--- config.mk ---
export PLATFORM = sky130hd
export DESIGN_NAME = uart_rx
export DESIGN_NICKNAME = d
export VERILOG_FILES = /design/src/rtl/uart_pkg.sv /design/src/rtl/rx_bit_sampler.sv /design/src/rtl/uart_rx.sv
export SDC_FILE = /design/constraint.sdc
export NUM_CORES = 1
export LEC_CHECK = 0
export ABC_AREA = 0
export CAP_MARGIN = 20
export CORE_ASPECT_RATIO = 0.9
export CORE_MARGIN = 2
export CORE_UTILIZATION = 31
export CTS_CLUSTER_SIZE = 20
export DETAILED_ROUTE_END_ITERATION = 12
export GPL_TIMING_DRIVEN = 0
export HOLD_SLACK_MARGIN = 0.03
export PLACE_DENSITY = 0.5
export SYNTH_ARGS = -nofsm -noshare
export SYNTH_HDL_FRONTEND = slang
export SYNTH_SLANG_ARGS = --single-unit
export TNS_END_PERCENT = 30
--- constraint.sdc ---
create_clock -name i_clk -period 2.9 [get_ports i_clk]
set_input_delay 0.29 -clock i_clk [delete_from_list [all_inputs] [get_ports i_clk]]
set_output_delay 0.29 -clock i_clk [all_outputs]
set_load 0.02 [all_outputs]
--- src/rtl/uart_pkg.sv ---
`default_nettype none
// ============================================================================
//  Module      : uart_pkg
//  Description : Definitions shared by the UART receiver and transmitter:
//                oversampling ratio, tick-counter width, majority-vote sample
//                indices, parity-type constants and FSM state encodings.
//  Revision    : 1.0 - initial release
// ============================================================================
package uart_pkg;

    // Samples per bit. Only 8 is supported in this release.
    localparam int unsigned c_oversample = 8;
    localparam int unsigned c_tick_w     = $clog2(c_oversample);

    // The three mid-bit samples voted on. The decision is made on the last one.
    localparam logic [c_tick_w-1:0] c_maj_idx_a = c_tick_w'(3);
    localparam logic [c_tick_w-1:0] c_maj_idx_b = c_tick_w'(4);
    localparam logic [c_tick_w-1:0] c_maj_idx_c = c_tick_w'(5);

    // Values of i_par_type.
    localparam logic c_par_even = 1'b0;
    localparam logic c_par_odd  = 1'b1;

    typedef enum logic [2:0] {
        ST_IDLE   = 3'd0,
        ST_START  = 3'd1,
        ST_DATA   = 3'd2,
        ST_PARITY = 3'd3,
        ST_STOP   = 3'd4
    } rx_state_t;

endpackage : uart_pkg
`default_nettype wire

--- src/rtl/rx_bit_sampler.sv ---
`default_nettype none
// ============================================================================
//  Module      : rx_bit_sampler
//  Description : Per-bit tick counter and 3-sample majority voter.
//  Ports       : i_clk, i_rst      clock / synchronous active-high reset
//                i_sample_en       oversampling tick
//                i_clear           hold the tick counter at 0 (receiver idle)
//                i_rx_s            synchronised serial line
//                o_bit_value       majority of the samples at counts 3, 4, 5
//                o_mid_tick        tick on which o_bit_value is decided
//                o_bit_done        last tick of the bit
//  Revision    : 1.0 - initial release
// ============================================================================
module rx_bit_sampler
    import uart_pkg::*;
#(
    parameter int unsigned OVERSAMPLE = c_oversample
) (
    input  logic i_clk,
    input  logic i_rst,
    input  logic i_sample_en,
    input  logic i_clear,
    input  logic i_rx_s,
    output logic o_bit_value,
    output logic o_mid_tick,
    output logic o_bit_done
);

    localparam logic [c_tick_w-1:0] c_last_tick = c_tick_w'(OVERSAMPLE - 1);

    logic [c_tick_w-1:0] r_cnt;
    logic                r_samp_a;
    logic                r_samp_b;

    always_ff @(posedge i_clk) begin
        if (i_rst) begin
            r_cnt    <= '0;
            r_samp_a <= 1'b0;
            r_samp_b <= 1'b0;
        end else if (i_clear) begin
            r_cnt <= '0;
        end else if (i_sample_en) begin
            r_cnt <= (r_cnt == c_last_tick) ? '0 : r_cnt + 1'b1;
            if (r_cnt == c_maj_idx_a) r_samp_a <= i_rx_s;
            if (r_cnt == c_maj_idx_b) r_samp_b <= i_rx_s;
        end
    end

    // Third vote is the live sample, so the decision is ready on the count-5 tick.
    assign o_bit_value = (r_samp_a & r_samp_b) | (r_samp_a & i_rx_s) | (r_samp_b & i_rx_s);
    assign o_mid_tick  = i_sample_en & ~i_clear & (r_cnt == c_maj_idx_c);
    assign o_bit_done  = i_sample_en & ~i_clear & (r_cnt == c_last_tick);

endmodule : rx_bit_sampler
`default_nettype wire

--- src/rtl/uart_rx.sv ---
`default_nettype none
// ============================================================================
//  Module      : uart_rx
//  Description : Oversampling UART receiver with optional even/odd parity.
//  Ports       : i_clk, i_rst      clock / synchronous active-high reset
//                i_rx              asynchronous serial line (idle high)
//                i_sample_en       tick at OVERSAMPLE x baud
//                i_par_en          frame carries a parity bit
//                i_par_type        0 = even, 1 = odd
//                o_data            last received data word
//                o_data_valid      one-cycle pulse per completed frame
//                o_par_err         parity mismatch on the last frame
//                o_stop_err        stop bit sampled low on the last frame
//                o_busy            receiver not idle
//  Revision    : 1.0 - initial release
// ============================================================================
module uart_rx
    import uart_pkg::*;
#(
    parameter int unsigned DATA_WIDTH = 8,
    parameter int unsigned OVERSAMPLE = c_oversample
) (
    input  logic                  i_clk,
    input  logic                  i_rst,
    input  logic                  i_rx,
    input  logic                  i_sample_en,
    input  logic                  i_par_en,
    input  logic                  i_par_type,
    output logic [DATA_WIDTH-1:0] o_data,
    output logic                  o_data_valid,
    output logic                  o_par_err,
    output logic                  o_stop_err,
    output logic                  o_busy
);

    localparam int unsigned c_idx_w = (DATA_WIDTH > 1) ? $clog2(DATA_WIDTH) : 1;
    localparam logic [c_idx_w-1:0] c_last_idx = c_idx_w'(DATA_WIDTH - 1);

    rx_state_t             r_state,      w_state_nxt;
    logic                  r_rx_meta,    r_rx_s;
    logic [c_idx_w-1:0]    r_idx,        w_idx_nxt;
    logic [DATA_WIDTH-1:0] r_shift,      w_shift_nxt;
    logic                  r_par_en_l,   w_par_en_l_nxt;
    logic                  r_par_type_l, w_par_type_l_nxt;
    logic                  r_par_acc,    w_par_acc_nxt;
    logic                  r_armed,      w_armed_nxt;
    logic [DATA_WIDTH-1:0] r_data,       w_data_nxt;
    logic                  r_par_err,    w_par_err_nxt;
    logic                  r_stop_err,   w_stop_err_nxt;
    logic                  r_valid,      w_valid_nxt;

    logic w_bit_value;
    logic w_mid_tick;
    logic w_bit_done;
    logic w_exp_par;

    rx_bit_sampler #(
        .OVERSAMPLE (OVERSAMPLE)
    ) u_sampler (
        .i_clk       (i_clk),
        .i_rst       (i_rst),
        .i_sample_en (i_sample_en),
        .i_clear     (r_state == ST_IDLE),
        .i_rx_s      (r_rx_s),
        .o_bit_value (w_bit_value),
        .o_mid_tick  (w_mid_tick),
        .o_bit_done  (w_bit_done)
    );

    assign w_exp_par = (^r_shift) ^ (r_par_type_l == c_par_odd);

    always_ff @(posedge i_clk) begin
        if (i_rst) begin
            r_rx_meta    <= 1'b1;
            r_rx_s       <= 1'b1;
            r_state      <= ST_IDLE;
            r_idx        <= '0;
            r_shift      <= '0;
            r_par_en_l   <= 1'b0;
            r_par_type_l <= 1'b0;
            r_par_acc    <= 1'b0;
            r_armed      <= 1'b1;
            r_data       <= '0;
            r_par_err    <= 1'b0;
            r_stop_err   <= 1'b0;
            r_valid      <= 1'b0;
        end else begin
            r_rx_meta    <= i_rx;
            r_rx_s       <= r_rx_meta;
            r_state      <= w_state_nxt;
            r_idx        <= w_idx_nxt;
            r_shift      <= w_shift_nxt;
            r_par_en_l   <= w_par_en_l_nxt;
            r_par_type_l <= w_par_type_l_nxt;
            r_par_acc    <= w_par_acc_nxt;
            r_armed      <= w_armed_nxt;
            r_data       <= w_data_nxt;
            r_par_err    <= w_par_err_nxt;
            r_stop_err   <= w_stop_err_nxt;
            r_valid      <= w_valid_nxt;
        end
    end

    always_comb begin
        w_state_nxt      = r_state;
        w_idx_nxt        = r_idx;
        w_shift_nxt      = r_shift;
        w_par_en_l_nxt   = r_par_en_l;
        w_par_type_l_nxt = r_par_type_l;
        w_par_acc_nxt    = r_par_acc;
        w_armed_nxt      = r_armed;
        w_data_nxt       = r_data;
        w_par_err_nxt    = r_par_err;
        w_stop_err_nxt   = r_stop_err;
        w_valid_nxt      = 1'b0;

        case (r_state)
            ST_IDLE: begin
                // After a frame ending with the line low (break), a start bit
                // is only accepted once the line has been seen high again.
                if (i_sample_en) begin
                    if (r_rx_s) begin
                        w_armed_nxt = 1'b1;
                    end else if (r_armed) begin
                        w_state_nxt      = ST_START;
                        w_idx_nxt        = '0;
                        w_par_acc_nxt    = 1'b0;
                        w_par_en_l_nxt   = i_par_en;
                        w_par_type_l_nxt = i_par_type;
                    end
                end
            end
            ST_START: begin
                if (w_mid_tick && w_bit_value) begin
                    w_state_nxt = ST_IDLE;
                end else if (w_bit_done) begin
                    w_state_nxt = ST_DATA;
                end
            end
            ST_DATA: begin
                if (w_mid_tick) begin
                    w_shift_nxt = {w_bit_value, r_shift[DATA_WIDTH-1:1]};
                end
                if (w_bit_done) begin
                    if (r_idx == c_last_idx) begin
                        w_idx_nxt   = '0;
                        w_state_nxt = r_par_en_l ? ST_PARITY : ST_STOP;
                    end else begin
                        w_idx_nxt = r_idx + 1'b1;
                    end
                end
            end
            ST_PARITY: begin
                if (w_mid_tick) begin
                    w_par_acc_nxt = w_bit_value ^ w_exp_par;
                end
                if (w_bit_done) begin
                    w_state_nxt = ST_STOP;
                end
            end
            ST_STOP: begin
                // Leave on the mid tick so the next start edge is caught promptly.
                if (w_mid_tick) begin
                    w_data_nxt     = r_shift;
                    w_par_err_nxt  = r_par_en_l & r_par_acc;
                    w_stop_err_nxt = ~w_bit_value;
                    w_valid_nxt    = 1'b1;
                    w_armed_nxt    = w_bit_value;
                    w_state_nxt    = ST_IDLE;
                end
            end
            default: begin
                w_state_nxt = ST_IDLE;
            end
        endcase
    end

    assign o_data       = r_data;
    assign o_data_valid = r_valid;
    assign o_par_err    = r_par_err;
    assign o_stop_err   = r_stop_err;
    assign o_busy       = (r_state != ST_IDLE);

endmodule : uart_rx
`default_nettype wire
==> results.py <==
metrics = {
    "cts": {
        "cts_resized": 0,
        "numCtsBuffers": 5,
        "clk_pin_slew_ns": 0.07,
        "cts_hold_buffers": 0,
        "cts_root_buffer": "clkbuf_8",
        "cts.sinks": 36,
        "post_cts_buffers": 0,
        "tritoncts": "yes",
        "clock_latency_ns": 0.29,
        "cts_buffer_depth": 2,
        "cts-htree-levels": 2,
    },
    "worst_hold_path": {
        "hp-class": "in2reg",
    },
    "worst_setup_path": {
        "cpMaxStageDelayCell": "clkdlybuf4s50_1",
        "crit_family": "buffers and inverters",
        "crit_chain": "buf_6 > nor3_2 > inv_2 > clkdlybuf4s50_1",
        "crit_arrival_ns": 1.78,
        "start_kind": "flip-flop",
        "end_kind": "primary output",
        "path_buf_inv": 3,
        "path_max_fanout": 9,
        "crit_type": "reg2out",
        "critical_path_required_ns": 2.61,
        "cpPeakStageDelay_ns": 0.56,
    },
    "global_routing": {
        "grt_max_degree": 12,
        "gr-total-overflow": 0,
        "grt_first_pass_wirelength_um": 6220,
        "antenna_found_initial": 0,
        "track_usage_pct": 14.3,
        "grt_pass1_vias": 1232,
    },
    "sta": {
        "relSlewSlack_pct": 62.3,
        "finalSetupViolCount": 0,
        "fmax_ghz": 0.484,
        "fin_crit_ns": 2.07,
        "tightest_slew_ns": 0.566,
        "hold_viol_final": 0,
        "final.setup.tns_ns": 0,
        "min_period_over_period_pct": 71.3,
        "slew_viol_final": 0,
        "fin_skew_ns": 0.00750,
        "rsz0062_at_grt": "false",
    },
    "drt": {
        "drtIter0Drc": 88,
        "wirelength_um": 3740,
        "antenna_left": 0,
        "wl_per_cell_um": 13.2,
        "viasPerCell": 4.73,
        "drt_pass1_iterations": 4,
        "drc": 0,
        "vias": 1340,
    },
    "floorplan": {
        "start_util_pct": 32.1,
        "die_w_um": 81.5,
        "core_um2": 5220,
        "dieArea_um2": 6010,
        "pin_count": 18,
        "die_h_um": 73.7,
        "rows": 25,
    },
    "cells_and_area": {
        "regArea_um2": 721,
        "fin_cells": 283,
        "multiInputGateArea_um2": 855,
        "nFillCells": 529,
        "postLayoutCellArea_um2": 2030,
        "area_growth_syn_to_layout_pct": 21.0,
        "fin_nets": 228,
        "drive_above_1_share_pct": 8.33,
        "antennaDiodeCount": 0,
    },
    "power": {
        "sw_frac_of_total_pct": 21.4,
        "p_sw_mw": 0.209,
        "p_leak_nw": 0.723,
        "power_density_nw_per_um2": 482,
        "ir_drop_uv": 176,
        "intPower_mw": 0.769,
        "pwr-share-clk_pct": 45.0,
        "seq_power_share_pct": 51.0,
        "power_mw": 0.978,
        "p_comb_share_pct": 4.0,
    },
    "yosys": {
        "synth_seq_cells": 36,
        "yosysTopAreaCell": "dfxtp_1",
        "seq_area_frac_synth_pct": 43.0,
        "synthArstFlopShare_pct": 0,
        "synth_top_area_share_pct": 43.0,
        "synth_warnings": 0,
        "synthTopCellsByCount": "36 x dfxtp_1, 29 x nand2_1, 20 x a21oi_1",
        "synth_area_leaders": "dfxtp_1 43%, nand2_1 6.5%, a21oi_1 6.0%",
        "ys_types": 40,
        "synth_area_um2": 1680,
        "synth-edff-count": 0,
        "netlist_instances": 192,
        "avgSynthCellArea_um2": 8.73,
        "synthesis.nets": 205,
        "synth.most_common_cell": "dfxtp_1",
        "ys.flop_type": "dfxtp_1",
    },
    "status": {
        "status": "completed",
    },
    "place": {
        "place_congestion": 0.781,
        "port-buffer-count": 16,
        "dp_hpwl_um": 2570,
        "place_area_um2": 1920,
        "dp.cells": 275,
    },
    "job": {
        "maxCapViolations": 0,
    },
}
## cell usage in the layout, fill, tap and decap left out, types with 4 or more instances in the layout
cell type	n
dfxtp_1	36
clkbuf_1	7
a21oi_1	20
ha_1	7
nor3_1	6
mux2i_1	5
nor2_1	14
nand2_1	29
and3_1	4
nand3_1	15
clkdlybuf4s50_1	16
xnor2_1	6
clkbuf_8	6
inv_1	6
## power by group through the flow
stage / Sequential, mW / Combinational, mW / Clock (mW)
final: 0.499 / 0.0394 / 0.440
after global routing: 0.499 / 0.0440 / 0.473
after CTS: 0.498 / 0.0401 / 0.455
after detailed placement: 0.510 / 0.0401 / 0
after global placement: 0.510 / 0.0403 / 0
after floorplan: 0.510 / 0.0252 / 0
## state kept, by name, summed over array words and instances (netlist names)
name,flops
o_data,8
r_shift,8
r_idx,3
r_state,3
u_sampler.r_cnt,3
o_data_valid,1
o_par_err,1
o_stop_err,1
r_armed,1
r_par_acc,1
r_par_en_l,1
r_par_type_l,1
r_rx_meta,1
r_rx_s,1
u_sampler.r_samp_a,1
u_sampler.r_samp_b,1
## per-stage QoR
step	utilization [%]	hold slack, ns	setup slack, ns
6_report	38.8	0.219	0.833
5_1_grt	38.8	0.236	0.750
4_1_cts	38.8	0.216	0.838
3_5_place_dp	36.7	0.398	0.736
3_3_place_gp	36.7	0.393	0.728
2_1_floorplan	-	0.389	1.38
## final cells by class
type / count / area share [%]
Clock inverter: 2 / 1.73
Tap cell: 67 / 4.14
Clock buffer: 6 / 3.58
Inverter: 7 / 1.30
Multi-Input combinational cell: 138 / 42.2
Timing Repair Buffer: 16 / 7.90
Buffer: 11 / 3.64
Sequential cell: 36 / 35.6
## worst paths after layout
kind | startpoint | end | slack [ns] | cells after the start
setup reg to reg | u_sampler.r_cnt[0] | r_shift[5] | 0.98 | 6
hold / removal | i_rst | u_sampler.r_cnt[0] | 0.22 | 2
setup / recovery | r_state[1] | o_busy | 0.83 | 4
hold reg to reg | r_rx_meta | r_rx_s | 0.41 | 1
## cell families after synthesis
logic type / after synthesis / share of synthesized area [%]
and+or+nand+nor: 82 / 24.5
DFF: 36 / 43.0
muxes: 5 / 2.99
AOI/OAI and AO/OA: 35 / 12.7
buffers and inverters: 18 / 5.97
adders and majority gates: 8 / 5.83
xor gates and xnor gates: 8 / 5.00
## per-layer routing
metal | part of all wire, % | wire length [um] | vias to the layer above | global-route usage (%)
met4 | 1.1 | 41 | 0 | 6.78
met3 | 4.1 | 152 | 2 | 4.30
met2 | 41 | 1550 | 22 | 19.4
met1 | 53 | 2000 | 613 | 20.3
li1 | - | - | 703 | -
met5 | 0 | 0 | - | 0
(Power assumes the default switching activity.)
==> RTL change 1, RTL diff (config.mk and constraints unchanged) <==
Put one more register stage on the output `o_stop_err`, cleared by the reset. The value now appears one clock later. The other outputs are not delayed to match.
--- a/src/rtl/uart_rx.sv
+++ b/src/rtl/uart_rx.sv
@@ -180,3 +180,9 @@
     assign o_par_err    = r_par_err;
-    assign o_stop_err   = r_stop_err;
+    always_ff @(posedge i_clk) begin
+        if (i_rst) begin
+            o_stop_err <= '0;
+        end else begin
+            o_stop_err <= r_stop_err;
+        end
+    end
     assign o_busy       = (r_state != ST_IDLE);
Function: same outputs for any inputs over 10 cycles, from zero or initial values and one cycle with i_rst high; that may be too few to reach the edited logic, so the function may still have changed.
==> RTL change 1 against the unedited design <==
Register-to-register slack got worse by 0.05 ns; first-iteration DRC count grew 35%; worst setup slack got worse by 0.11 ns; final area grew 3.1%; non-clock buffer count rose by 1; area after synthesis up 4.6%; sequential cell count grew 1; routed wire length rose by 3.7%.
Power is not compared: it rests on default switching activity, and its combinational part moved more than twofold at a synthesized area within 25%.
==> RTL change 1: results (changes against the unedited design) <==
\begin{tabular}{lr}
\hline
Metric & Value \\
\hline
\multicolumn{2}{l}{\textbf{Outcome}} \\
Result of the run & finished, final reports clean \\
\multicolumn{2}{l}{\textbf{CTS}} \\
Clock buffers created by TritonCTS & 5 (unchanged) \\
Max Buffers Root-to-Sink & 2 (unchanged) \\
Quantity of gates resized following cts & 0 (unchanged) \\
\multicolumn{2}{l}{\textbf{Final layout}} \\
Final nets & 218 (-4.4\%) \\
Share of final-layout standard cells stronger than drive strength 1 & 10.19\% (+1.9 points) \\
\multicolumn{2}{l}{\textbf{Placed design}} \\
Global placer's final weighted congestion & 0.7238 (-7.4\%) \\
Number of buffer cells added on primary ports & 17 (+1) \\
HPWL after detailed placement & 2758 um (+7.3\%) \\
\multicolumn{2}{l}{\textbf{Synth}} \\
Most common library cells after synthesis & sky130\_fd\_sc\_hd\_\_dfxtp\_1, sky130\_fd\_sc\_hd\_\_nor2\_1, sky130\_fd\_sc\_hd\_\_mux2i\_1 \\
Distinct cell type count of the synthesized netlist & 47 (+18\%) \\
Main area contributors after synthesis & sky130\_fd\_sc\_hd\_\_dfxtp\_1, sky130\_fd\_sc\_hd\_\_mux2i\_1, sky130\_fd\_sc\_hd\_\_nor2\_1, sky130\_fd\_sc\_hd\_\_ha\_1, sky130\_fd\_sc\_hd\_\_a21oi\_1 \\
Post-Syn Nets & 194 (-5.4\%) \\
Share of async-settable or async-resettable flops after synthesis & 0\% (unchanged) \\
Portion of the post-synthesis area used by sequential elements & 42.26\% (-0.76 points) \\
\multicolumn{2}{l}{\textbf{GRT}} \\
First-pass GRT wire length & 6272 um (+0.79\%) \\
Via count of the first global-routing pass & 1323 (+7.4\%) \\
Global routing usage summed across all routing layers & 12.74\% (-1.5 points) \\
\multicolumn{2}{l}{\textbf{Route}} \\
Number of vias per cell after detailed routing & 5.044 (+6.5\%) \\
First-iteration detailed-routing DRC count & 119 (+35\%) \\
Routed wire length & 3879 um (+3.7\%) \\
Length of the first detailed-routing pass in iterations & 4 (unchanged) \\
\multicolumn{2}{l}{\textbf{STA}} \\
Clk\_skew & 0.008876 ns (+0.001374 ns) \\
Worst slew pin tran & 0.5137 ns (-0.05213 ns) \\
\multicolumn{2}{l}{\textbf{Pwr}} \\
Maximum resistive drop on vdd & 0.2857 mV \\
LEAKAGE & 0.0008685 uW \\
\multicolumn{2}{l}{\textbf{Min path}} \\
Class of the most critical hold timing path & flop to flop \\
\multicolumn{2}{l}{\textbf{Critical path}} \\
Data arrival time of the worst path & 1.88 ns (+0.10 ns) \\
\hline
\end{tabular}
RTL change 1: cell count changes in the layout (fill, tap and decap cells not counted), sizes merged, moves of 3 or more:
cell and change:
buf +3, o21ai +3, xnor2 -3, clkbuf -3
mux2i +14, o2111ai +3, nor2 +13, nand2 -24
nand3 -12, a21oi -11
RTL change 1: worst max-delay path: stages (launching register included):
cell and delay [ns]:
sky130_fd_sc_hd__dfxtp_1 0.30, sky130_fd_sc_hd__buf_2 0.18, sky130_fd_sc_hd__nor3_4 0.39, sky130_fd_sc_hd__inv_2 0.16
sky130_fd_sc_hd__clkdlybuf4s50_1 0.57
RTL change 1: metrics by stage:
step,hold WS [ns],power [uW],instances,instance area [sq um],setup WS [ns]
2_1_floorplan,0.3895,709.3,181,1753,1.210
3_3_place_gp,0.3922,772.2,265,2007,0.8592
3_5_place_dp,0.3950,778.9,265,2007,0.8347
4_1_cts,0.4131,1127,273,2090,0.7237
5_1_grt,0.4197,1176,273,2090,0.6350
6_report,0.4131,1121,273,2090,0.7266
RTL change 1: area by class of cell:
class	instances	area, sq um
plain buffers	11	60.06
clock inverters	2	10.01
clock buffers	6	72.57
multi-input cells	125	922.1
inverters	8	30.03
flip-flops and latches	37	740.7
well taps	67	83.83
repair buffers	17	170.2
fillers	542	3259
RTL change 1: path summary, 6_finish.rpt:
path	start	to	slack, ns	cells after the start
min reg2reg	r_rx_meta	r_rx_s	0.41	1
min	r_rx_meta	r_rx_s	0.41	1
max reg2reg	u_sampler.r_cnt[0]	r_state[0]	0.93	6
max	r_state[1]	o_busy	0.73	4
RTL change 1: routing by layer:
layer | part of all wire (%) | track usage, %
met4 | 1.3 | 4.918
met5 | 0 | 0
met2 | 44 | 21.24
met1 | 51 | 16.59
met3 | 3.0 | 2.709
RTL change 1: power groups by stage:
stage	Clock (uW)	Combinational (uW)	Sequential (uW)
global route	385	250	542
detailed placement	0	228	551
finish	353	229	539
CTS	359	229	539
global placement	0	222	551
floorplan	0	161	548
RTL change 1: cells by family after synthesis:
logic type	synth area share [%]
buffers and inverters	5.138
adder cells (fa/ha/maj)	5.567
XOR/XNOR	4.568
AND/OR/NAND/NOR	18.06
AO/OA/AOI/OAI	13.56
flip-flops	42.26
multiplexers	10.85
==> RTL change 2, RTL diff (same flow settings) <==
Made on the original files. Change the parameter `DATA_WIDTH` from 8 to 4.
--- a/src/rtl/uart_rx.sv
+++ b/src/rtl/uart_rx.sv
@@ -19,3 +19,3 @@
 #(
-    parameter int unsigned DATA_WIDTH = 8,
+    parameter int unsigned DATA_WIDTH = 4,
     parameter int unsigned OVERSAMPLE = c_oversample
Ports: changed (resized o_data); port bits go from 18 to 14. No check against the original RTL was run, so the function may have changed too.
==> RTL change 2 against the unedited design <==
Sequential cell count is 9 lower; sequential share of layout area is 1.2 points lower; worst setup slack lost 0.015 ns; first-iteration DRC count fell by 51%; total power decreased by 35%; clock power is 46% lower; final area fell by 22%; register-to-register slack improved by 0.08 ns; area after synthesis fell by 20%; largest cell class unchanged; clock skew is 0.0050 ns lower; routed wire length fell by 16%.
==> RTL change 2: results (changes against the unedited design) <==
\begin{tabular}{lr}
\hline
Metric & Value \\
\hline
\multicolumn{2}{l}{\textbf{Outcome}} \\
Result of the run & finished, final reports clean \\
\multicolumn{2}{l}{\textbf{CTS}} \\
Clock Pin Slew Worst Setup and Hold Paths & 0.10 ns (+0.03 ns) \\
Level count of the clock H-tree & 1 (-1) \\
Clock buffers created by TritonCTS & 3 (-2) \\
\multicolumn{2}{l}{\textbf{STA}} \\
Worst slew pin tran & 0.5443 ns (-0.02153 ns) \\
\multicolumn{2}{l}{\textbf{Critical path}} \\
Highest net fanout along the worst path & 10 (+1) \\
Worst reg-to-reg setup slack & 1.06 ns (+0.08 ns) \\
\multicolumn{2}{l}{\textbf{Synth}} \\
Main area contributors after synthesis & sky130\_fd\_sc\_hd\_\_dfxtp\_1, sky130\_fd\_sc\_hd\_\_nand3\_1, sky130\_fd\_sc\_hd\_\_a21oi\_1, sky130\_fd\_sc\_hd\_\_ha\_1, sky130\_fd\_sc\_hd\_\_nand2\_1 \\
Distinct cell type count of the synthesized netlist & 43 (+7.5\%) \\
Synth Area in Compound Gates & 14.43\% (+1.7 points) \\
Arithmetic-cell share of the synthesized area counting full adders, half adders and majority gates & 6.467\% (+0.64 points) \\
Most common library cells after synthesis & sky130\_fd\_sc\_hd\_\_dfxtp\_1, sky130\_fd\_sc\_hd\_\_nand2\_1, sky130\_fd\_sc\_hd\_\_nand3\_1 \\
XOR/XNOR share of the synthesized area & 2.624\% (-2.4 points) \\
Portion of the post-synthesis area used by sequential elements & 40.49\% (-2.5 points) \\
Post-Syn Nets & 167 (-19\%) \\
Multiplexer share of the synthesized area & 2.999\% (+0.012 points) \\
\multicolumn{2}{l}{\textbf{Placed design}} \\
Number of buffer cells added on primary ports & 13 (-3) \\
Pre-CTS worst setup slack & 0.9238 ns (+0.1874 ns) \\
\multicolumn{2}{l}{\textbf{Min path}} \\
Hold Path Origin & r\_rx\_meta \\
WHS Path Cells & 1 (-1) \\
Min-Delay Endpoint & r\_rx\_s \\
\multicolumn{2}{l}{\textbf{Route}} \\
First-iteration detailed-routing DRC count & 43 (-51\%) \\
Met3 routed wirelength & 135 um (-11\%) \\
WL/cell & 14.23 um (+7.7\%) \\
\multicolumn{2}{l}{\textbf{GRT}} \\
Pin count of the biggest net entering global routing & 18 (+6) \\
Via count of the first global-routing pass & 1141 (-7.4\%) \\
\multicolumn{2}{l}{\textbf{Pwr}} \\
Sw Ratio & 23.81\% (+2.5 points) \\
Maximum resistive drop on vdd & 0.2994 mV (+70\%) \\
\multicolumn{2}{l}{\textbf{Final layout}} \\
Final nets & 185 (-19\%) \\
\hline
\end{tabular}
[RTL change 2: cell count changes in the layout (fill, tap and decap cells not counted), sizes merged, moves of 2 or more]
cell / before / now
dfxtp: 36 / 27
nand2: 29 / 20
clkbuf: 13 / 5
a21oi: 21 / 16
nor3: 8 / 3
nor2: 14 / 10
clkdlybuf4s50: 16 / 13
xnor2: 6 / 3
nand3: 15 / 17
nand3b: 0 / 2
nand4: 1 / 3
or3b: 2 / 0
[RTL change 2: through the flow]
step	util, %	total power (uW)	instances	instance area [sq um]
2_1_floorplan	-	396.5	155	1335
3_3_place_gp	37.19	410.0	216	1525
6_report	38.41	637.4	220	1575
4_1_cts	38.41	651.3	220	1575
3_5_place_dp	37.19	410.6	216	1525
5_1_grt	38.41	666.0	220	1575
[RTL change 2: worst max path at each step]
stage	end	slack, ns	depth (start not counted)
global placement	r_par_acc	0.98	6
detailed placement	r_state[2]	0.92	6
CTS	o_busy	0.79	4
finish	o_busy	0.82	4
global route	o_busy	0.69	4
floorplan	r_state[2]	1.31	6
[RTL change 2: worst reg2reg max path, delay by kind of cell (launching register included)]
family / cells / cell delay, ns
AOI/OAI and AO/OA: 2 / 0.57
and+or+nand+nor: 2 / 0.33
DFF: 1 / 0.36
adders and majority gates: 2 / 0.48
[RTL change 2: cells by family after synthesis]
| family | after synthesis |
|---|---|
| mux | 4 |
| buf+inv | 12 |
| flops | 27 |
| xor+xnor | 4 |
| simple gates | 71 |
| compound gates | 30 |
| fa+ha+maj | 7 |
[RTL change 2: final cells by class]
cell class              count  area, sq um
well taps                  48        60.06
inverters                   5        18.77
clock inverters             1        8.758
flip-flops and latches     27        540.5
fillers                   415         2526
clock buffers               3        41.29
multi-input cells         116        738.2
repair buffers             13        130.1
plain buffers               7        37.54
[RTL change 2: power groups by stage]
stage | Sequential (uW) | Combinational, uW | Clock, uW
global placement | 383 | 27.4 | 0
global route | 375 | 30.6 | 261
detailed placement | 383 | 28.0 | 0
CTS | 374 | 28.0 | 249
floorplan | 382 | 14.4 | 0
finish | 374 | 27.7 | 236
[RTL change 2: layer usage]
| metal | track usage [%] | vias up |
|---|---|---|
| li1 | - | 581 |
| met1 | 17.46 | 541 |
| met2 | 24.55 | 19 |
| met3 | 3.963 | 4 |
| met4 | 6.250 | 0 |
| met5 | 0 | - |
